<file path="src/rtl/alu_share_arbiter.sv">
// alu_share_arbiter: shares one 32-bit ALU (3-bit alucontrol) between two valid/ready requesters
// Ports: clk, reset (sync, active-high); reqN_valid/ready, reqN_a/b/op request channels;
// rspN_valid/ready response channels; rsp_data shared result; busy high in EXEC or RESP.
// Optional ALU_SHARE_ARBITER_STATS_EN adds saturating 16-bit grant_cnt0/grant_cnt1.
module alu_share_arbiter #(
    parameter int WIDTH = 32,
    parameter int OPW   = 3
) (
    input  logic             clk,
    input  logic             reset,
    input  logic             req0_valid,
    output logic             req0_ready,
    input  logic [WIDTH-1:0] req0_a,
    input  logic [WIDTH-1:0] req0_b,
    input  logic [OPW-1:0]   req0_op,
    output logic             rsp0_valid,
    input  logic             rsp0_ready,
    input  logic             req1_valid,
    output logic             req1_ready,
    input  logic [WIDTH-1:0] req1_a,
    input  logic [WIDTH-1:0] req1_b,
    input  logic [OPW-1:0]   req1_op,
    output logic             rsp1_valid,
    input  logic             rsp1_ready,
    output logic [WIDTH-1:0] rsp_data,
    output logic             busy
`ifdef ALU_SHARE_ARBITER_STATS_EN
    ,
    output logic [15:0]      grant_cnt0,
    output logic [15:0]      grant_cnt1
`endif
);
    typedef enum logic [1:0] {IDLE, EXEC, RESP} state_t;
    state_t state;
    logic owner, last_grant, sel;
    logic [WIDTH-1:0] a_q, b_q, bb, sum, alu_y;
    logic [OPW-1:0] op_q;
    // ALU_32: op[2] inverts b (and carries in 1), op[1:0] picks and/or/add/slt
    always_comb begin
        bb    = op_q[2] ? ~b_q : b_q;
        sum   = a_q + bb + {{(WIDTH-1){1'b0}}, op_q[2]};
        alu_y = op_q[1] ? (op_q[0] ? {{(WIDTH-1){1'b0}}, sum[WIDTH-1]} : sum)
                        : (op_q[0] ? (a_q | bb) : (a_q & bb));
    end
    // on a tie the requester that did not win last time is chosen
    always_comb begin
        sel        = (req0_valid && req1_valid) ? !last_grant : req1_valid;
        req0_ready = !reset && state == IDLE && req0_valid && !sel;
        req1_ready = !reset && state == IDLE && req1_valid && sel;
    end
    always_ff @(posedge clk) begin
        if (reset) begin
            state      <= IDLE;
            owner      <= 1'b0;
            last_grant <= 1'b1;
            a_q        <= '0;
            b_q        <= '0;
            op_q       <= '0;
            rsp_data   <= '0;
            rsp0_valid <= 1'b0;
            rsp1_valid <= 1'b0;
            busy       <= 1'b0;
        end else begin
            case (state)
                IDLE: if (req0_valid || req1_valid) begin
                    a_q   <= sel ? req1_a : req0_a;
                    b_q   <= sel ? req1_b : req0_b;
                    op_q  <= sel ? req1_op : req0_op;
                    owner <= sel;
                    busy  <= 1'b1;
                    state <= EXEC;
                end
                EXEC: begin
                    rsp_data   <= alu_y;
                    rsp0_valid <= !owner;
                    rsp1_valid <= owner;
                    state      <= RESP;
                end
                default: if (owner ? rsp1_ready : rsp0_ready) begin
                    rsp0_valid <= 1'b0;
                    rsp1_valid <= 1'b0;
                    last_grant <= owner;
                    busy       <= 1'b0;
                    state      <= IDLE;
                end
            endcase
        end
    end
`ifdef ALU_SHARE_ARBITER_STATS_EN
    always_ff @(posedge clk) begin
        if (reset) begin
            grant_cnt0 <= '0;
            grant_cnt1 <= '0;
        end else begin
            if (req0_valid && req0_ready && grant_cnt0 != 16'hFFFF) grant_cnt0 <= grant_cnt0 + 16'd1;
            if (req1_valid && req1_ready && grant_cnt1 != 16'hFFFF) grant_cnt1 <= grant_cnt1 + 16'd1;
        end
    end
`endif
endmodule

</file>
<file path="config.mk">
export PLATFORM = sky130hd
export DESIGN_NAME = alu_share_arbiter
export DESIGN_NICKNAME = d
export VERILOG_FILES = /design/src/rtl/alu_share_arbiter.sv
export SDC_FILE = /design/constraint.sdc
export NUM_CORES = 1
export LEC_CHECK = 0
export CORE_MARGIN = 3
export CORE_UTILIZATION = 45
export DETAILED_ROUTE_END_ITERATION = 10
export GPL_TIMING_DRIVEN = 1
export PLACE_DENSITY = 0.73
export SLEW_MARGIN = 25
export SYNTH_ARGS = -nofsm -noshare
export SYNTH_HDL_FRONTEND = slang
export SYNTH_SLANG_ARGS = --single-unit
</file>
<file path="constraint.sdc">
create_clock -name clk -period 8.3 [get_ports clk]
set_input_delay 1.66 -clock clk [delete_from_list [all_inputs] [get_ports clk]]
set_output_delay 1.66 -clock clk [all_outputs]
set_load 0.02 [all_outputs]
</file>
==> impl_metrics.csv, run 1 <==
group,metric,value,unit
status,status,"finished, final reports clean",
clock_network,clk_pin_slew_worst_paths,0.07,ns
worst_setup_path,critPathCaptureType,"output port",
logic_synthesis,synth_nets,1185,
floorplan,core_region_area,0.0168,sq mm
worst_setup_path,rrSetupSlack,4.49,ns
power,power_leakage,4.14,nW
logic_synthesis,synthCells,973,
placed_design,dp_slack,2.81,ns
timing,max_freq,0.183,GHz
hold_path,hp-start,"rsp1_valid",
global_route,grt_pass1_wl,33000,um
timing,finalSetupViolCount,0,
finish,area_growth_syn_to_layout,27.6,%
clock_network,cts_tree,"yes",
logic_synthesis,ys_ff_latch,106,
logic_synthesis,syn_area,0.00783,sq mm
power,p_total,2.01,mW
placed_design,dpl.cell_count,1307,
clock_network,cts_buffers,9,
route,wl_met3,1260,um
clock_network,cts.sinks,106,
finish,final_cells,1323,
logic_synthesis,avgSynthCellArea,8.05,sq um
route,ant_nets,0,
global_route,antenna_found_initial,0,
route,wl_met1,10700,um
worst_setup_path,rr_worst_depth,11,
power,max-vdd-ir-drop,0.132,mV
placed_design,dpl.hpwl,16100,um
clock_network,root_buffer,"clkbuf_16",
route,wl,21000,um
clock_network,cts_resized,0,
worst_setup_path,critPathLaunchType,"input pin",
clock_network,cts_hold_buffers,0,
run,maxCapViolations,0,
floorplan,die_w,138,um
worst_setup_path,timing.rr.start,"op_q[2]",
global_route,grt_max_degree,123,
finish,mostFrequentLayoutCell,"clkdlybuf4s50_1",
clock_network,worstSkewPairLatency,0.35,ns
finish,antenna_cells,0,
logic_synthesis,synth-main-ff-cell,"dfxtp_1",
floorplan,die_y,138,um
timing,slew_headroom,0.308,
timing,hold_slack,0.472,ns
timing,finalSetupTns,0,ns
logic_synthesis,synth_edf_count,0,
route,highest_layer,"met4",
clock_network,htree_levels,3,
logic_synthesis,synth-seq-area-share,0.271,
route,wl_met2,8850,um
timing,min_period,5.47,ns
logic_synthesis,synth.distinct_cells,63,
worst_setup_path,crit_required,6.64,ns
timing,rsz0062_at_grt,"false",
finish,layout_common_cells,"clkdlybuf4s50_1, nor2_1, dfxtp_1",
route,firstDrtPassIters,6,
placed_design,gp_congestion,0.925,
worst_setup_path,critical_path_class,"input pin to output port",
route,wl_per_cell,15.9,um
hold_path,min_path_cells,2,
worst_setup_path,crit_path_max_fanout,23,
floorplan,fp.dieArea,0.0190,sq mm
timing,worst_pin_slew,1.03,ns
global_route,grt_remaining_overflow,0,
timing,slew_violations,0,
route,dr_total_vias,7055,
clock_network,cts_setup_buffers,0,
global_route,grt_usage,0.218,
logic_synthesis,synth-async-reset-ratio,0,
floorplan,rows,47,
route,route.detailed.drc,0,
timing,hold_viol_final,0,
placed_design,port-buffer-count,176,
logic_synthesis,yosys_warnings,0,
route,drt_iter0_markers,458,
timing,finalCritPeriodShare,0.659,
worst_setup_path,crit_arrival,3.81,ns
finish,num-nets-final,1310,
power,powerDensity,201,mW/mm^2
worst_setup_path,reg2reg_to,"rsp_data[31]",
finish,layout-drive-gt1-share,0.0354,
clock_network,clock_path_buffers,2,
timing,fin_skew,0.0114,ns
floorplan,initial_core_util,0.465,
route,via_per_inst,5.33,
hold_path,holdPathEnd,"rsp1_valid",
timing,setup_ws,2.83,ns
floorplan,pin_count,177,
hold_path,min_path_type,"flop to flop",
global_route,grt_pass1_vias,6459,
stage by stage:
step / cell area (sq um) / utilization
detailed placement: 9670 / 0.575
floorplan: 7830 / -
global placement: 9670 / 0.575
global route: 9990 / 0.594
finish: 9990 / 0.594
CTS: 9980 / 0.593
report_power, final:
group	leakage (nW)	internal [mW]	switching, mW
clock	0.150	0.252	0.191
combinational	3.11	0.400	0.535
sequential	0.878	0.574	0.0592
total	4.14	1.23	0.786
layout make-up:
class / instances / area [sq um]
timing repair buffer: 183 / 1820
fill: 1546 / 6830
inverter: 85 / 319
clock inverter: 3 / 47.5
tap: 220 / 275
clock buffer: 13 / 260
multi-input combinational: 713 / 5150
sequential: 106 / 2120
registers in the layout, summed over array words and instances (netlist names):
signal      cells
busy            1
rsp0_valid      1
rsp_data       32
b_q            32
a_q            32
state           2
owner           1
rsp1_valid      1
op_q            3
last_grant      1
worst max path at each step:
stage / startpoint / end / slack (ns)
global route: req0_valid / req1_ready / 2.75
floorplan: req1_valid / req1_ready / 3.92
finish: req1_valid / req1_ready / 2.83
CTS: req1_valid / req1_ready / 2.81
global placement: req1_valid / req1_ready / 2.85
detailed placement: req0_valid / req1_ready / 2.81
cells by family (layout without fill, tap and decap cells):
kind of cell	count (synthesis)	in the layout	share of synthesized area
AO/OA/AOI/OAI	267	267	0.230
flip-flops	106	106	0.271
AND/OR/NAND/NOR	224	224	0.125
adder cells (fa/ha/maj)	72	72	0.116
buffers and inverters	154	284	0.0753
XOR/XNOR	58	58	0.0649
multiplexers	92	92	0.118
cells in the mapped netlist (all sizes together), types with 15 or more instances:
| master | instances | area [sq um] |
|---|---|---|
| buf | 16 | 70.1 |
| xor2 | 43 | 377 |
| ha | 71 | 888 |
| inv | 85 | 319 |
| nor2 | 124 | 465 |
| a211oi | 73 | 548 |
| nor3 | 21 | 116 |
| mux2i | 92 | 925 |
| clkbuf | 53 | 200 |
| xnor2 | 15 | 131 |
| a21oi | 52 | 268 |
| nand2 | 40 | 150 |
| dfxtp | 106 | 2120 |
| o21ai | 62 | 310 |
per-layer routing:
layer	GRT usage	vias up
li1	-	3665
met1	0.336	3159
met2	0.322	215
met3	0.0276	16
met4	0.0494	0
met5	0	-
critical path: stages:
cell             delay [ns]
clkdlybuf4s50_1        0.49
a21boi_4               0.83
and2_1                 0.23
clkdlybuf4s50_1        0.60
Note: power is estimated with default switching activity, not from simulation.
==> run 2, diff against run 1 <==
--- a/config.mk
+++ b/config.mk
@@ -9,7 +9,7 @@
 export CORE_UTILIZATION = 45
 export DETAILED_ROUTE_END_ITERATION = 10
 export GPL_TIMING_DRIVEN = 1
-export PLACE_DENSITY = 0.73
+export PLACE_DENSITY = 0.76
 export SLEW_MARGIN = 25
 export SYNTH_ARGS = -nofsm -noshare
 export SYNTH_HDL_FRONTEND = slang
==> constraint.sdc (replaced) <==
create_clock -name clk -period 4.6 [get_ports clk]
set_input_delay 0.92 -clock clk [delete_from_list [all_inputs] [get_ports clk]]
set_output_delay 0.92 -clock clk [all_outputs]
set_load 0.02 [all_outputs]
==> run 2 against run 1 <==
Net effect: setup slack lost 1.8 ns; register-to-register slack got worse by 3.4 ns; combinational power up 83%; critical path depth grew 8; clock skew shrank 0.0045 ns; final cell count is 0.15% higher; via count grew 1.3%; clock power grew 110%.
==> impl_metrics.csv, run 2 (synthesis gave the netlist of run 1 again) <==
group,metric,value,unit
status,status,"finished, final reports clean",
power,powerDensity,374,mW/mm^2
timing,finalSetupTns,0,ns
power,max-vdd-ir-drop,0.271,mV
worst_setup_path,crit_arrival,3.81,ns
clock_network,cts_tree,"yes",
floorplan,die_y,138,um
clock_network,htree_levels,3,
worst_setup_path,rrSetupSlack,1.05,ns
route,ant_nets,0,
floorplan,fp.dieArea,0.0190,sq mm
worst_setup_path,crit_path_max_fanout,23,
worst_setup_path,endpoint,"rsp_data[27]",
route,wl_per_cell,16.4,um
global_route,gr-usage-met3,0.0497,
power,seq_power_share,0.303,
power,internal_power,2.33,mW
finish,layout-drive-gt1-share,0.0389,
clock_network,cts_buffers,9,
finish,layout_common_cells,"clkdlybuf4s50_1, nor2_1, dfxtp_1",
worst_setup_path,crit_start,"op_q[2]",
worst_setup_path,critical_path_class,"flop to flop",
timing,rsz0062_at_grt,"false",
worst_setup_path,crit_required,4.86,ns
timing,worst_pin_slew,0.763,ns
power,swShare,0.382,
finish,area_growth_syn_to_layout,28.7,%
clock_network,cts.sinks,106,
finish,mostFrequentLayoutCell,"clkdlybuf4s50_1",
power,pwr-share-clk,0.243,
route,firstDrtPassIters,5,
global_route,grt_usage,0.228,
global_route,use_met1,0.342,
timing,slew_violations,0,
floorplan,core_region_area,0.0168,sq mm
placed_design,dpl.hpwl,16600,um
route,wl,21800,um
global_route,antenna_found_initial,0,
global_route,global_route.usage.met2,0.326,
finish,multi_input_area,0.00514,sq mm
clock_network,cts_setup_buffers,0,
global_route,grt_remaining_overflow,0,
timing,max_freq,0.282,GHz
timing,setup_ws,1.05,ns
finish,num-nets-final,1312,
placed_design,gp_congestion,0.953,
floorplan,initial_core_util,0.465,
floorplan,rows,47,
finish,antenna_cells,0,
placed_design,dp_slack,1.10,ns
timing,min_period,3.55,ns
timing,finalCritPeriodShare,0.772,
finish,nFillCells,1538,
timing,hold_viol_final,0,
global_route,grt_max_degree,138,
power,combPwrFrac,0.453,
worst_setup_path,timing.rr.start,"op_q[2]",
power,power.switching,1.44,mW
worst_setup_path,rr_worst_depth,12,
finish,reg_top3,"a_q (32), b_q (32), rsp_data (32)",
worst_setup_path,reg2reg_to,"rsp_data[27]",
finish,regArea,0.00212,sq mm
floorplan,pin_count,177,
timing,slew_headroom,0.491,
route,route.detailed.drc,0,
clock_network,clock_path_buffers,2,
placed_design,port-buffer-count,176,
clock_network,cts_resized,0,
clock_network,cts_hold_buffers,0,
global_route,grt.busiest_layer,"met1",
worst_setup_path,critPathLaunchType,"flop",
clock_network,clk_pin_slew_worst_paths,0.07,ns
worst_setup_path,critPathCaptureType,"flop",
clock_network,worstSkewPairLatency,0.36,ns
floorplan,die_w,138,um
global_route,grt_pass1_vias,6709,
route,dr_total_vias,7149,
timing,fin_skew,0.00693,ns
run,maxCapViolations,0,
hold_path,min_path_type,"flop to flop",
route,drt_iter0_markers,427,
power,power_leakage,4.18,nW
clock_network,root_buffer,"clkbuf_16",
route,via_per_inst,5.40,
timing,finalSetupViolCount,0,
global_route,grt_pass1_wl,34600,um
==> run 2: cell types whose count changed in the layout (fill, tap and decap cells not counted), sizes merged <==
cell	previous run	this run
clkinv	2	1
clkbuf	13	11
bufinv	1	3
inv	85	86
buf	8	10
==> run 2: worst min path at each step <==
stage | slack, ns | startpoint | endpoint | cells past startpoint
2_1_floorplan | 0.48 | owner | rsp1_valid | 2
3_3_place_gp | 0.46 | rsp1_valid | rsp1_valid | 2
3_5_place_dp | 0.46 | rsp1_valid | rsp1_valid | 2
4_1_cts | 0.47 | rsp1_valid | rsp1_valid | 2
5_1_grt | 0.51 | rsp_data[31] | rsp_data[31] | 2
6_report | 0.47 | rsp1_valid | rsp1_valid | 2
==> run 2: metrics by stage <==
| step | power, mW | instances | hold slack (ns) | cell area (sq um) | utilization |
|---|---|---|---|---|---|
| 3_3_place_gp | 2.82 | 1309 | 0.457 | 9710 | 0.577 |
| 2_1_floorplan | 2.32 | 973 | 0.478 | 7830 | - |
| 3_5_place_dp | 2.85 | 1309 | 0.461 | 9710 | 0.577 |
| 6_report | 3.76 | 1325 | 0.473 | 10100 | 0.599 |
| 4_1_cts | 3.77 | 1325 | 0.470 | 10100 | 0.599 |
| 5_1_grt | 4.02 | 1325 | 0.512 | 10100 | 0.599 |
==> run 2: final cells by class <==
| type | instances | share of cell area |
|---|---|---|
| clock buffer | 11 | 0.0251 |
| clock inverter | 5 | 0.0107 |
| inverter | 85 | 0.0317 |
| multi-input combinational | 713 | 0.510 |
| sequential | 106 | 0.211 |
| tap | 220 | 0.0273 |
| timing repair buffer | 185 | 0.184 |
==> run 2: power groups by stage <==
| stage | Combinational, mW | Clock (mW) | Sequential (mW) |
|---|---|---|---|
| 4_1_cts | 1.69 | 0.929 | 1.14 |
| 3_5_place_dp | 1.68 | 0 | 1.16 |
| 3_3_place_gp | 1.66 | 0 | 1.16 |
| 2_1_floorplan | 1.16 | 0 | 1.16 |
| 6_report | 1.71 | 0.917 | 1.14 |
| 5_1_grt | 1.90 | 0.964 | 1.16 |
==> run 2: per-layer routing <==
layer / wire, um / up-vias
li1: - / 3674
met1: 10800 / 3199
met2: 9010 / 247
met3: 1560 / 29
met4: 400 / 0
met5: 0 / -
==> run 2: critical path, stage by stage (launching register included) <==
cell and delay (ns):
dfxtp_2 0.54, buf_4 0.41, xor2_1 0.23, inv_1 0.06, ha_1 0.37, a21o_1 0.21
a21oi_1 0.18, o21bai_1 0.12, a2111oi_0 0.62, o31ai_1 0.15, a31oi_1 0.22, xor2_1 0.09
a221oi_1 0.25
